## config.mk

```make
export PLATFORM = sky130hd
export DESIGN_NAME = udp_tx_packetizer_flat
export DESIGN_NICKNAME = d
export VERILOG_FILES = /design/src/rtl/udp_pkg.sv /design/src/rtl/udp_tx_packetizer_if.sv /design/src/rtl/udp_tx_packetizer.sv /design/src/flat_wrapper.sv
export SDC_FILE = /design/constraint.sdc
export NUM_CORES = 1
export LEC_CHECK = 0
export CAP_MARGIN = 10
export CORE_MARGIN = 2
export CORE_UTILIZATION = 41
export CTS_CLUSTER_SIZE = 25
export DETAILED_ROUTE_END_ITERATION = 10
export PLACE_DENSITY = 0.62
export SLEW_MARGIN = 0
export SYNTH_ARGS = -nofsm -noshare
export SYNTH_HDL_FRONTEND = slang
export SYNTH_SLANG_ARGS = --single-unit
```

## constraint.sdc

```tcl
create_clock -name aclk -period 3.36 [get_ports aclk]
set_input_delay 0.504 -clock aclk [delete_from_list [all_inputs] [get_ports aclk]]
set_output_delay 0.504 -clock aclk [all_outputs]
set_load 0.03 [all_outputs]
```

## src/rtl/udp_pkg.sv

```systemverilog
// udp_pkg: constants shared by the UDP TX framing logic
package udp_pkg;
  localparam int UDP_MAX_PAYLOAD_WORDS = 368;
  localparam int AXIS_DATA_W = 32;
endpackage

```

## src/rtl/udp_tx_packetizer_if.sv

```systemverilog
// udp_tx_packetizer_if: AXI-Stream word channel (tdata/tvalid/tlast/tready)
//   master: drives tdata, tvalid, tlast; receives tready
//   slave:  receives tdata, tvalid, tlast; drives tready
interface udp_tx_packetizer_if import udp_pkg::*; ();
  logic [AXIS_DATA_W-1:0] tdata;
  logic                   tvalid;
  logic                   tlast;
  logic                   tready;
  modport master(output tdata, tvalid, tlast, input tready);
  modport slave(input tdata, tvalid, tlast, output tready);
endinterface

```

## src/rtl/udp_tx_packetizer.sv

```systemverilog
// udp_tx_packetizer: frames a 32-bit AXI-Stream payload into UDP datagrams
//   aclk, aresetn : clock, asynchronous active-low reset
//   s_axis        : payload in (tlast forces a datagram boundary)
//   m_axis        : framed words out, tlast on each datagram's final word
//   flush         : pulse that closes the currently held open word
//   pkt_count     : datagrams emitted, modulo 2^16
module udp_tx_packetizer import udp_pkg::*; #(
  parameter int MAX_WORDS      = 256,
  parameter int TIMEOUT_CYCLES = 1000
) (
  input  logic                       aclk,
  input  logic                       aresetn,
  udp_tx_packetizer_if.slave         s_axis,
  udp_tx_packetizer_if.master        m_axis,
  input  logic                       flush,
  output logic [15:0]                pkt_count
);
  localparam int CW = $clog2(MAX_WORDS + 1);
  localparam int TW = $clog2(TIMEOUT_CYCLES + 1);
  localparam logic [CW-1:0] C_MAX = CW'(MAX_WORDS);
  localparam logic [TW-1:0] T_LIM = TW'(TIMEOUT_CYCLES - 1);
  if (MAX_WORDS < 1 || MAX_WORDS > UDP_MAX_PAYLOAD_WORDS || TIMEOUT_CYCLES < 1) begin : g_param_check
    $error("udp_tx_packetizer: MAX_WORDS must be 1..%0d and TIMEOUT_CYCLES >= 1", UDP_MAX_PAYLOAD_WORDS);
  end
  logic                   r_h_valid;
  logic                   r_h_closed;
  logic [AXIS_DATA_W-1:0] r_h_data;
  logic [CW-1:0]          r_word_cnt;
  logic [TW-1:0]          r_timer;
  logic                   r_m_tvalid;
  logic                   r_m_tlast;
  logic [AXIS_DATA_W-1:0] r_m_tdata;
  logic [15:0]            r_pkt_count;
  logic                   w_o_free;
  logic                   w_acc;
  logic                   w_h_open;
  logic                   w_flush;
  logic                   w_expire;
  logic                   w_tlast;
  logic                   w_xfer;
  logic [CW-1:0]          w_cnt_next;
  logic                   w_close_new;
  assign w_o_free       = !r_m_tvalid || m_axis.tready;
  assign s_axis.tready  = aresetn && (!r_h_valid || w_o_free);
  assign w_acc          = s_axis.tvalid && s_axis.tready;
  assign w_h_open       = r_h_valid && !r_h_closed;
  assign w_flush        = w_h_open && flush;
  // an accept in the same cycle pre-empts the timeout, so expiry only counts idle cycles
  assign w_expire       = w_h_open && !w_acc && r_timer == T_LIM;
  // flush wins over a simultaneous accept for the outgoing word's tlast
  assign w_tlast        = r_h_closed || w_flush || w_expire;
  assign w_xfer         = w_o_free && r_h_valid && (w_tlast || w_acc);
  // a flushed old word ends its packet, so the incoming word counts from zero
  assign w_cnt_next     = (w_flush ? '0 : r_word_cnt) + CW'(1);
  assign w_close_new    = w_cnt_next == C_MAX || s_axis.tlast;
  assign m_axis.tdata   = r_m_tdata;
  assign m_axis.tvalid  = r_m_tvalid;
  assign m_axis.tlast   = r_m_tlast;
  assign pkt_count      = r_pkt_count;
  always_ff @(posedge aclk or negedge aresetn) begin
    if (!aresetn) begin
      r_h_valid   <= 1'b0;
      r_h_closed  <= 1'b0;
      r_h_data    <= '0;
      r_word_cnt  <= '0;
      r_timer     <= '0;
      r_m_tvalid  <= 1'b0;
      r_m_tlast   <= 1'b0;
      r_m_tdata   <= '0;
      r_pkt_count <= '0;
    end else begin
      if (w_acc) begin
        r_h_valid  <= 1'b1;
        r_h_data   <= s_axis.tdata;
        r_h_closed <= w_close_new;
      end else if (w_xfer) begin
        r_h_valid  <= 1'b0;
        r_h_closed <= 1'b0;
      end else if (w_flush || w_expire) begin
        // output busy: mark the word closed so it leaves with tlast once O frees up
        r_h_closed <= 1'b1;
      end
      if (w_acc)
        r_word_cnt <= w_close_new ? '0 : w_cnt_next;
      else if (w_flush || w_expire)
        r_word_cnt <= '0;
      r_timer <= (w_h_open && !w_acc && !w_expire && !w_flush) ? r_timer + TW'(1) : '0;
      if (w_xfer) begin
        r_m_tvalid <= 1'b1;
        r_m_tdata  <= r_h_data;
        r_m_tlast  <= w_tlast;
      end else if (m_axis.tready) begin
        r_m_tvalid <= 1'b0;
      end
      if (r_m_tvalid && m_axis.tready && r_m_tlast)
        r_pkt_count <= r_pkt_count + 16'd1;
    end
  end
endmodule

```

## src/flat_wrapper.sv

```systemverilog
// flat-port wrapper written by rule: the top's interface ports become plain ports
module udp_tx_packetizer_flat import udp_pkg::*;
#(
  parameter int MAX_WORDS      = 256,
  parameter int TIMEOUT_CYCLES = 1000
)
  (aclk, aresetn, flush, pkt_count, s_axis_tdata, s_axis_tvalid, s_axis_tlast, s_axis_tready, m_axis_tdata, m_axis_tvalid, m_axis_tlast, m_axis_tready);
  udp_tx_packetizer_if s_axis_i ();
  udp_tx_packetizer_if m_axis_i ();
  input  logic aclk;
  input  logic aresetn;
  input  logic flush;
  output logic [15:0] pkt_count;
  input wire logic [$bits(s_axis_i.tdata)-1:0] s_axis_tdata;
  input wire logic [$bits(s_axis_i.tvalid)-1:0] s_axis_tvalid;
  input wire logic [$bits(s_axis_i.tlast)-1:0] s_axis_tlast;
  output wire logic [$bits(s_axis_i.tready)-1:0] s_axis_tready;
  output wire logic [$bits(m_axis_i.tdata)-1:0] m_axis_tdata;
  output wire logic [$bits(m_axis_i.tvalid)-1:0] m_axis_tvalid;
  output wire logic [$bits(m_axis_i.tlast)-1:0] m_axis_tlast;
  input wire logic [$bits(m_axis_i.tready)-1:0] m_axis_tready;
  assign s_axis_i.tdata = s_axis_tdata;
  assign s_axis_i.tvalid = s_axis_tvalid;
  assign s_axis_i.tlast = s_axis_tlast;
  assign s_axis_tready = s_axis_i.tready;
  assign m_axis_tdata = m_axis_i.tdata;
  assign m_axis_tvalid = m_axis_i.tvalid;
  assign m_axis_tlast = m_axis_i.tlast;
  assign m_axis_i.tready = m_axis_tready;
  udp_tx_packetizer #(.MAX_WORDS(MAX_WORDS), .TIMEOUT_CYCLES(TIMEOUT_CYCLES)) u_core (.aclk(aclk), .aresetn(aresetn), .s_axis(s_axis_i), .m_axis(m_axis_i), .flush(flush), .pkt_count(pkt_count));
endmodule
```

# --- Word level (Yosys, flattened, before mapping) ---
# Index checks and enable logic that the tools add are counted.
totals:
  reg_bits: 103
  in_bits: 38
  out_inout_bits: 51
  elab_cells: 55
classes:
  add_sub_neg: 3
  n_eq_ne: 2
  mux: 12
  n_reduce_logical: 29
op_table:
  columns: ["cell", "count"]
  rows:
  - ["two-way mux 9 bit", 4]
  - ["adder 16 x 1 -> 16 bit (second input constant)", 1]
  - ["logical AND 1 bit", 12]
  - ["adder 10 x 1 -> 10 bit (second input constant)", 1]
  - ["== test 10 bit (second input constant)", 1]
  - ["two-way mux 10 bit", 1]
  - ["adder 9 x 1 -> 9 bit (second input constant)", 1]
  - ["== test 9 bit (second input constant)", 1]
  - ["logical OR 1 bit", 7]
  - ["two-way mux 1 bit", 7]
  - ["zero test 1 bit", 6]
  - ["nonzero test 2 bit", 3]
  - ["nonzero test 3 bit", 1]

# --- Depth between registers and ports, before layout ---
# Gate-level depths: netlist of the first run.
logic_depth:
  word_depth: 13
  depth_mapped: 7
  ltp_nobuf: 5

# --- Worst setup path after synthesis of the first run ---
# No wires, ideal clock.
synth_path:
  path_type: "reg-to-reg"
  from: "register u_core.r_m_tvalid (netlist: u_core.m_axis.tvalid)"
  to: "register u_core.r_m_tdata[10] (netlist: u_core.m_axis.tdata[10])"
  setup_ps: 125
  t_arrival_ps: 1938
  required_time_ps: 3235
  path_slack_ps: 1297
  stages_incl_launch_ff: 7
  path_buffers: 2
  synth_period_minus_slack_ps: 2063
  cell_sequence: "dfrtp_1 > nand3b_1 > and2_1 > buf_6 > o311ai_4 > buf_6 > mux2_4"
synth_via:
  elab_chain_cells: 11
  word_cells_on_any_way: 12
  classes_between: "reduce/logical: 12"
synth_rtl:
  columns: ["item", "line", "text"]
  rows:
  - ["from (decl)", "udp_tx_packetizer.sv:30", "logic r_m_tvalid;"]
  - ["from (signal assigned)", "udp_tx_packetizer.sv:67", "r_m_tvalid <= 1'b0;"]
  - ["from (signal assigned)", "udp_tx_packetizer.sv:89", "r_m_tvalid <= 1'b1;"]
  - ["from (signal assigned)", "udp_tx_packetizer.sv:93", "r_m_tvalid <= 1'b0;"]
  - ["zero test 1 bit (*)", "udp_tx_packetizer.sv:43", "assign w_o_free = !r_m_tvalid || m_axis.tready;"]
  - ["logical OR 1 bit (*)", "udp_tx_packetizer.sv:43", null]
  - ["logical OR 1 bit", "udp_tx_packetizer.sv:44", "assign s_axis.tready = aresetn && (!r_h_valid || w_o_free);"]
  - ["logical AND 1 bit", "udp_tx_packetizer.sv:44", null]
  - ["logical AND 1 bit", "udp_tx_packetizer.sv:45", "assign w_acc = s_axis.tvalid && s_axis.tready;"]
  - ["zero test 1 bit", "udp_tx_packetizer.sv:49", "assign w_expire = w_h_open && !w_acc && r_timer == T_LIM;"]
  - ["logical AND 1 bit (2 in series)", "udp_tx_packetizer.sv:49", null]
  - ["logical OR 1 bit", "udp_tx_packetizer.sv:51", "assign w_tlast = r_h_closed || w_flush || w_expire;"]
  - ["logical OR 1 bit", "udp_tx_packetizer.sv:52", "assign w_xfer = w_o_free && r_h_valid && (w_tlast || w_acc);"]
  - ["logical AND 1 bit (*)", "udp_tx_packetizer.sv:52", null]
  - ["to (signal assigned)", "udp_tx_packetizer.sv:90", "r_m_tdata <= r_h_data;"]
  - ["to (decl)", "udp_tx_packetizer.sv:32", "logic [AXIS_DATA_W-1:0] r_m_tdata;"]
# Every way passes the cells marked *; elsewhere a longest branch is shown, timed or not.
# A chain may end at the register's enable or synchronous reset.

# --- Final worst setup path of the first run ---
layout_path:
  from: "input m_axis_tready"
  to: "output s_axis_tready"
layout_via:
  elab_chain_cells: 3
layout_rtl:
  columns: ["item", "line", "text"]
  rows:
  - ["from (decl)", "flat_wrapper.sv:21", "input wire logic [$bits(m_axis_i.tready)-1:0] m_axis_tready;"]
  - ["logical OR 1 bit", "udp_tx_packetizer.sv:43", null]
  - ["logical OR 1 bit", "udp_tx_packetizer.sv:44", null]
  - ["logical AND 1 bit", "udp_tx_packetizer.sv:44", null]
  - ["to (decl)", "flat_wrapper.sv:17", "output wire logic [$bits(s_axis_i.tready)-1:0] s_axis_tready;"]
# Every way passes these cells.

==> impl_metrics.ini, run 1 <==
[sta]
setup_viol = 0
max_slew_margin_pct = 37.9
fin_crit_sh_pct = 75.9
tightest_slew_ps = 931
whs_ps = 56.5
drv_slew = 0
finalHoldViolCount = 0
fmax_mhz = 392
finalClockSkew_ps = 14.7
rsz0062_at_grt = no
tns_ps = 0
min_period_ps = 2550

[cts]
cts_max_path_buffers = 2
path_clk_slew_ps = 100
cts_buffers = 9
clock_tree.root_cell = clkbuf_8
ctsHtreeMaxLevel = 3
postCtsHoldBufs = 0
clock_latency_ps = 360
post-cts-setup-buffer-count = 0
cts_sinks = 103
cts_tree = done
cts_resized = 0

[synthesis]
syn_avg_cell_area_um2 = 11.5
synth_edf_count = 0
ys_warn_count = 0
yosys.area.top_type = dfrtp_1
synth_async_sr_flop_share_pct = 100
synth_common_cells = 112 x nand2_1, 103 x dfrtp_1, 30 x mux2_4
yosysMostFrequentCell = nand2_1
synth_flop_cell = dfrtp_1
synth_top_area_share_pct = 57.9
syn_nets = 427
ys_seq_area_share_pct = 57.9
synth_area_leaders = dfrtp_1 58%, mux2_4 10%, nand2_1 9.4%
synth_cells = 387
syn_area_um2 = 4450
ys_seq_elements = 103
synth_cell_types = 46

[power]
powerDensity_nw_per_um2 = 798
p_leak_nw = 2.70
clock_power_share_pct = 18.6
p_int_w = 0.00294
swShare_pct = 35.3
comb_power_share_pct = 40.8
p_switching_w = 0.00160
seqPwrFrac_pct = 40.6
ir_drop_uv = 426

[placement]
placed_area_um2 = 5480
place_congestion = 0.810
numPortBuffers = 88
dp_hpwl_um = 6210

[setup_path]
critical_path_class = in2out
r2r_cells = 6
worstPathMaxFanout = 6
cp-end-kind = output pin
arrival_ps = 2050
crit_chain = clkdlybuf4s50_1, nand3b_1, and2_1, clkdlybuf4s50_1
cp_slowest_stage_delay_ps = 670
critPathLaunchType = input port
critical_path_buf_inv_count = 2
crit_slowest_cell = clkdlybuf4s50_1
cp.depth = 4
cp_common_cell = clkdlybuf4s50_1
required_ps = 2860
critPathTopFamily = buffers and inverters

[cells_and_area]
fin_nets = 519
final_core_util_pct = 53.3
area_delta_synth_final_pct = 27.9
drive_above_1_share_pct = 12.6
diodes = 0
fin_area_um2 = 5700

[global_routing]
grt_overflow = 0
grt_pass1_wl_um = 14900
grtUsageTotal_pct = 16.1
grt_max_degree = 77
first_global_vias = 3018
grt_antenna_before_repair = 0

[drt]
num_vias = 3065
drt_iter0_markers = 89
wl_per_cell_um = 14.3
drt-pass1-iter-count = 4
route.detailed.drc = 0
viasPerCell = 4.91
drtAntennaViolNets = 0
wirelength_um = 8920

[die]
fp.coreArea_um2 = 10700
row_count = 38
die_y_um = 108
dieArea_um2 = 11700
die_x_um = 108
start_util_pct = 41.6
pin_count = 89

[status]
status = finished clean

[min_path]
min_path_type = in2async

[job]
cap_viol_max_count = 0
[through the flow]
stage / std cells / power (W) / worst slack (ps)
4_1_cts: 624 / 0.00460 / 799
3_3_place_gp: 608 / 0.00371 / 706
2_1_floorplan: 387 / 0.00306 / 1300
3_5_place_dp: 608 / 0.00375 / 684
5_1_grt: 624 / 0.00482 / 733
6_report: 624 / 0.00455 / 811
[cell families after synthesis]
group | after synthesis | share of synthesized area [%]
xor+xnor | 23 | 4.52
flops | 103 | 57.9
compound gates | 29 | 5.73
buf+inv | 15 | 2.02
mux | 34 | 11.1
simple gates | 181 | 18.2
fa+ha+maj | 2 | 0.562
[per-layer routing]
layer  global-route usage, %  wire length (um)
met3                    4.28               367
met4                    3.30                65
met2                    26.2              4340
met1                    21.9              4140
met5                       0                 0
[state kept, by name (all words and copies together), names as in the netlist]
name	count
u_core.m_axis.tdata	32
u_core.r_word_cnt	9
u_core.r_h_valid	1
u_core.pkt_count	16
u_core.r_h_data	32
u_core.r_timer	10
u_core.r_h_closed	1
u_core.m_axis.tlast	1
u_core.m_axis.tvalid	1
[area by class of cell]
type,count,area (um2)
clock buffers,10,128
clock inverters,6,92.6
fillers,972,5000
inverters,3,11.3
multi-input cells,269,1790
flip-flops and latches,103,2580
well taps,140,175
repair buffers,93,928
[path summary, 6_finish.rpt]
path	from	endpoint	slack, ps
worst max-delay path	m_axis_tready	s_axis_tready	810
worst min-delay path	aresetn	u_core.r_timer[0]$_DFF_PN0_	60
worst max register to register	u_core.r_timer[0]$_DFF_PN0_	u_core.m_axis.tdata[20]$_DFFE_PN0P_	1090
worst min register to register	u_core.r_h_data[0]$_DFFE_PN0P_	u_core.r_h_data[0]$_DFFE_PN0P_	480
max in group asynchronous	aresetn	u_core.m_axis.tdata[5]$_DFFE_PN0P_	2040
min in group aclk	u_core.r_h_data[0]$_DFFE_PN0P_	u_core.r_h_data[0]$_DFFE_PN0P_	480
[layout by cell type (no fill, tap or decap), types with 3 or more instances in the layout]
cell             synthesis  final
and3b_1                  3      3
mux2_4                  30     30
xnor2_1                 13     13
nand3b_1                 3      3
nand4_1                  6      6
nor3_1                   7      7
and2_1                   3      3
nor2_1                  20     20
nand2_1                112    112
mux2_2                   4      4
clkbuf_8                 0      9
and3_1                   6      6
nand3_1                 10     10
xor2_1                  10     10
buf_4                    1      5
a21o_1                   4      4
clkdlybuf4s50_1          0     87
dfrtp_1                103    103
inv_1                    3      3
o21ai_0                  5      5
[worst register-to-register path, stage by stage, from the launching register on]
cell and delay [ps]:
dfrtp_1 430, ha_1 270, nand3_1 180, a2111oi_4 570, o311ai_4 170, buf_12 220, mux2_4 330
[power groups by stage]
stage | sequential [W] | combinational, W | clock, W
floorplan | 0.00224 | 0.000824 | 0
global placement | 0.00186 | 0.00185 | 0
detailed placement | 0.00187 | 0.00188 | 0
CTS | 0.00185 | 0.00188 | 0.000871
global route | 0.00191 | 0.00199 | 0.000928
finish | 0.00184 | 0.00186 | 0.000847
Note: power is estimated with default switching activity, not from simulation.
==> run 2: changes to the inputs <==
==> constraint.sdc (replaced) <==
create_clock -name aclk -period 2.6 [get_ports aclk]
set_input_delay 0.39 -clock aclk [delete_from_list [all_inputs] [get_ports aclk]]
set_output_delay 0.39 -clock aclk [all_outputs]
set_load 0.03 [all_outputs]
==> run 2 against run 1 <==
Effect of this change:
- first-iteration DRC count rose by 60%
- routed wire length rose by 4.6%
- highest routed layer unchanged
- critical path depth rose by 2
- clock skew fell by 2.2 ps
- setup slack got worse by 380 ps
- critical endpoint is now u_core.m_axis.tdata[7]$_DFFE_PN0P_
- sequential cell count did not move
==> impl_metrics.ini, run 2 (synthesis results as in run 1) <==
[placement]
numPortBuffers = 88
place_congestion = 0.795
dp_hpwl_um = 6460
placed_area_um2 = 5500
dp_slack_ps = 126

[die]
start_util_pct = 41.6
pin_count = 89
die_x_um = 108
row_count = 38
fp.coreArea_um2 = 10700
dieArea_um2 = 11700
die_y_um = 108

[setup_path]
arrival_ps = 2430
r2r_start = u_core.r_timer[0]$_DFF_PN0_
critPathLaunchType = flip-flop
required_ps = 2860
startpoint = u_core.r_timer[0]$_DFF_PN0_
worstPathMaxFanout = 32
critical_path_class = reg2reg
cp-end-kind = flip-flop

[drt]
drt_iter0_markers = 142
viasPerCell = 4.93
route.detailed.drc = 0
drt-pass1-iter-count = 4
num_vias = 3100
wl_per_cell_um = 14.8
drtAntennaViolNets = 0
wirelength_um = 9330

[sta]
max_slew_margin_pct = 29.2
tightest_slew_ps = 1060
fmax_mhz = 462
finalHoldViolCount = 0
drv_slew = 0
fin_crit_sh_pct = 83.3
finalClockSkew_ps = 12.5
setup_ws_ps = 434
min_period_ps = 2170
setup_viol = 0
tns_ps = 0
rsz0062_at_grt = no

[cts]
path_clk_slew_ps = 100
post-cts-setup-buffer-count = 0
clock_latency_ps = 380
cts_sinks = 103
cts_tree = done
clock_tree.root_cell = clkbuf_8
cts_buffers = 9
cts_max_path_buffers = 2
ctsHtreeMaxLevel = 3

[power]
p_leak_nw = 2.72
ir_drop_uv = 406
p_total_w = 0.00579
powerDensity_nw_per_um2 = 1010

[cells_and_area]
diodes = 0
fin_area_um2 = 5720
fin_nets = 524
layout_common_cells = 112 x nand2_1, 103 x dfrtp_1, 86 x clkdlybuf4s50_1, 30 x mux2_4, 20 x nor2_1
area_delta_synth_final_pct = 28.5
drive_above_1_share_pct = 13.3
final_core_util_pct = 53.5
final_common_cell = nand2_1

[global_routing]
first_global_vias = 3179
grt_max_degree = 87
grt_overflow = 0
grt_antenna_before_repair = 0
grtUsageTotal_pct = 16.8
grt_pass1_wl_um = 15400

[job]
cap_viol_max_count = 0

[min_path]
min_path_type = in2async

[status]
status = finished clean
run 2: changes by cell type in the layout (fill, tap and decap cells not counted), sizes merged, moves of 2 or more:
cell | before | now
buf | 6 | 9
bufinv | 2 | 0
dlygate4sd3 | 0 | 2
inv | 4 | 6
clkinv | 1 | 3
run 2: worst max-delay path, cell delays in order (launching register included):
cell and delay, ps:
dfrtp_1 440, ha_1 260, nand3_1 180, a2111oi_4 450, o311ai_4 150, buf_12 220
mux2_4 330
run 2: worst paths after layout:
check / depth (start not counted) / to / slack [ps]
max: 6 / u_core.m_axis.tdata[7]$_DFFE_PN0P_ / 430
max in group asynchronous: 2 / u_core.r_timer[0]$_DFF_PN0_ / 1610
max reg2reg: 6 / u_core.m_axis.tdata[7]$_DFFE_PN0P_ / 430
min reg2reg: 2 / u_core.r_h_data[3]$_DFFE_PN0P_ / 480
min in group aclk: 2 / u_core.r_h_data[3]$_DFFE_PN0P_ / 480
min: 2 / u_core.r_timer[9]$_DFF_PN0_ / 310
run 2: layer usage:
metal	GRT usage (%)	part of all wire, %	vias up
li1	-	-	1503
met1	22.5	46	1530
met2	27.4	49	54
met3	3.86	3.8	13
met4	4.85	1.3	0
met5	0	0	-
run 2: metrics by stage:
stage | instances | hold slack (ps)
floorplan | 387 | 94.4
global placement | 611 | 213
detailed placement | 611 | 212
CTS | 629 | 357
global route | 629 | 402
finish | 629 | 314
run 2: repair_timing:
item | in CTS | in global routing
hold buffers | 2 | 0
resized for setup | 0 | 1
setup endpoints to repair | 0 | 1
endpoints found under the hold margin | 5 | 0
run 2: report_power, final:
part           total, W  switching, W  internal [W]
Sequential      0.00239      0.000342       0.00205
Clock          0.000989      0.000610      0.000380
Combinational   0.00241       0.00120       0.00121
run 2: area by class of cell:
class | instances | area, um2
fill | 973 | 4970
sequential | 103 | 2580
multi-input combinational | 269 | 1790
timing repair buffer | 98 | 973
tap | 140 | 175
clock buffer | 9 | 124
clock inverter | 7 | 75.1
inverter | 3 | 11.3
==> patch: new RTL, config.mk and constraints of run 2 <==
The package constant `AXIS_DATA_W` goes from 32 to 24.
--- a/src/rtl/udp_pkg.sv
+++ b/src/rtl/udp_pkg.sv
@@ -1,6 +1,6 @@
 // udp_pkg: constants shared by the UDP TX framing logic
 package udp_pkg;
   localparam int UDP_MAX_PAYLOAD_WORDS = 368;
-  localparam int AXIS_DATA_W = 32;
+  localparam int AXIS_DATA_W = 24;
 endpackage
 
Interface: changed (resized m_axis_tdata and s_axis_tdata); port bits go from 89 to 73. No check against the original RTL was run, so the function may have changed too.
==> patch against run 2 <==
  * Sequential share of layout area is 0.28 points lower
  * Sequential cell count fell by 16
  * Via count shrank 11%
  * Count of clock-buffer cells in the layout is the same
  * Worst setup slack better by 0.0069 ns
  * Clock skew fell by 0.0017 ns
  * Area after synthesis down 17%
  * Wire length decreased by 16%
  * Final area decreased by 15%
  * Power fell by 13%
  * First-iteration DRC count down 40%
  * Largest cell class unchanged
  * Largest power group is now registers
  * Highest routed layer unchanged
==> patch: results <==
group,metric,value,unit
layout,seq_area,2177,um^2
sta,fin_skew,0.01084,ns
placed_design,place_hpwl,5.404,mm
power,p_leak,0.002176,uW
critical_path,cp_max_fo,19,
grt,grt_pass1_wl,13.40,mm
grt,grt_use_met3,0.04006,
sta,worst_slew_pin_slew,0.8726,ns
route,wl_per_cell,14.34,um
placed_design,dp_cells,527,
critical_path,max_stage_delay,0.56,ns
layout,multi_input_gates,244,
placed_design,postPlaceCellArea,4608,um^2
synth,synth.avg_cell_area,10.76,um^2
placed_design,dpl_worst_slack,0.1882,ns
layout,drive_gt1_frac,0.1239,
layout,nNonClkBuffers,84,
grt,grt_max_degree,71,
layout,buf_share,0.1698,
layout,num-fill-cells,785,
synth,ys_seq_area_frac,0.5863,
die,rows,34,
synth,synthDistinctLibCells,43,
layout,multi_input_area_share,0.3009,
synth,yosys-top-cells-area,"dfrtp_1 59%, nand2_1 9.7%, mux2_2 7.0%",
placed_design,port_buffers,72,
run_status,outcome,"finished, final reports clean",
layout,nNonClkInverters,5,
grt,use_met1,0.2177,
route,vias,2756,
power,ir_drop,582.5,uV
placed_design,gp_congestion,0.7480,
synth,synth_nets,377,
clock_tree,ctsHoldBuffers,1,
critical_path,crit_arrival,1.77,ns
layout,utilization,0.5551,
layout,seq_cell_count,87,
layout,nNetsFinal,463,
synth,synth_commonest_cells,"96 x nand2_1, 87 x dfrtp_1, 23 x mux2_2",
layout,clk_share,0.05015,
grt,met2_usage,0.2890,
-- patch: metal layers --
layer,routed length [um],part of all wire
met3,334,0.043
met2,3836,0.49
met4,95,0.012
met5,0,0
met1,3534,0.45
-- patch: worst paths after layout --
path / cells past startpoint / to / slack, ns / startpoint
min in group aclk: 1 / u_core.pkt_count[15]$_DFFE_PN0P_ / 0.47 / u_core.pkt_count[15]$_DFFE_PN0P_
worst min register to register: 1 / u_core.pkt_count[15]$_DFFE_PN0P_ / 0.47 / u_core.pkt_count[15]$_DFFE_PN0P_
worst max-delay path: 5 / s_axis_tready / 0.44 / aresetn
max in group asynchronous: 2 / u_core.r_h_data[17]$_DFFE_PN0P_ / 1.77 / aresetn
worst max register to register: 6 / u_core.m_axis.tdata[13]$_DFFE_PN0P_ / 0.55 / u_core.r_timer[0]$_DFF_PN0_
worst min-delay path: 2 / u_core.r_word_cnt[4]$_DFFE_PN0P_ / 0.26 / aresetn
-- patch: power by group --
part | total, uW | leakage [uW] | switching [uW] | internal, uW
clock | 1130 | 0.000120 | 491 | 641
sequential | 2000 | 0.00112 | 275 | 1730
combinational | 1870 | 0.000937 | 1000 | 872
total | 5010 | 0.00218 | 1770 | 3240
-- patch: cell families (layout without fill, tap and decap cells) --
logic type | count (synthesis) | after routing | synth area share
xor+xnor | 23 | 23 | 0.05424
buf+inv | 14 | 105 | 0.02022
simple gates | 167 | 167 | 0.2055
compound gates | 27 | 27 | 0.05156
fa+ha+maj | 2 | 2 | 0.006737
mux | 25 | 25 | 0.07547
flops | 87 | 87 | 0.5863
-- patch: worst max-delay path: cells and delay by family --
family	cells	cell delay (ns)
buffers and inverters	4	1.20
AND/OR/NAND/NOR	1	0.17
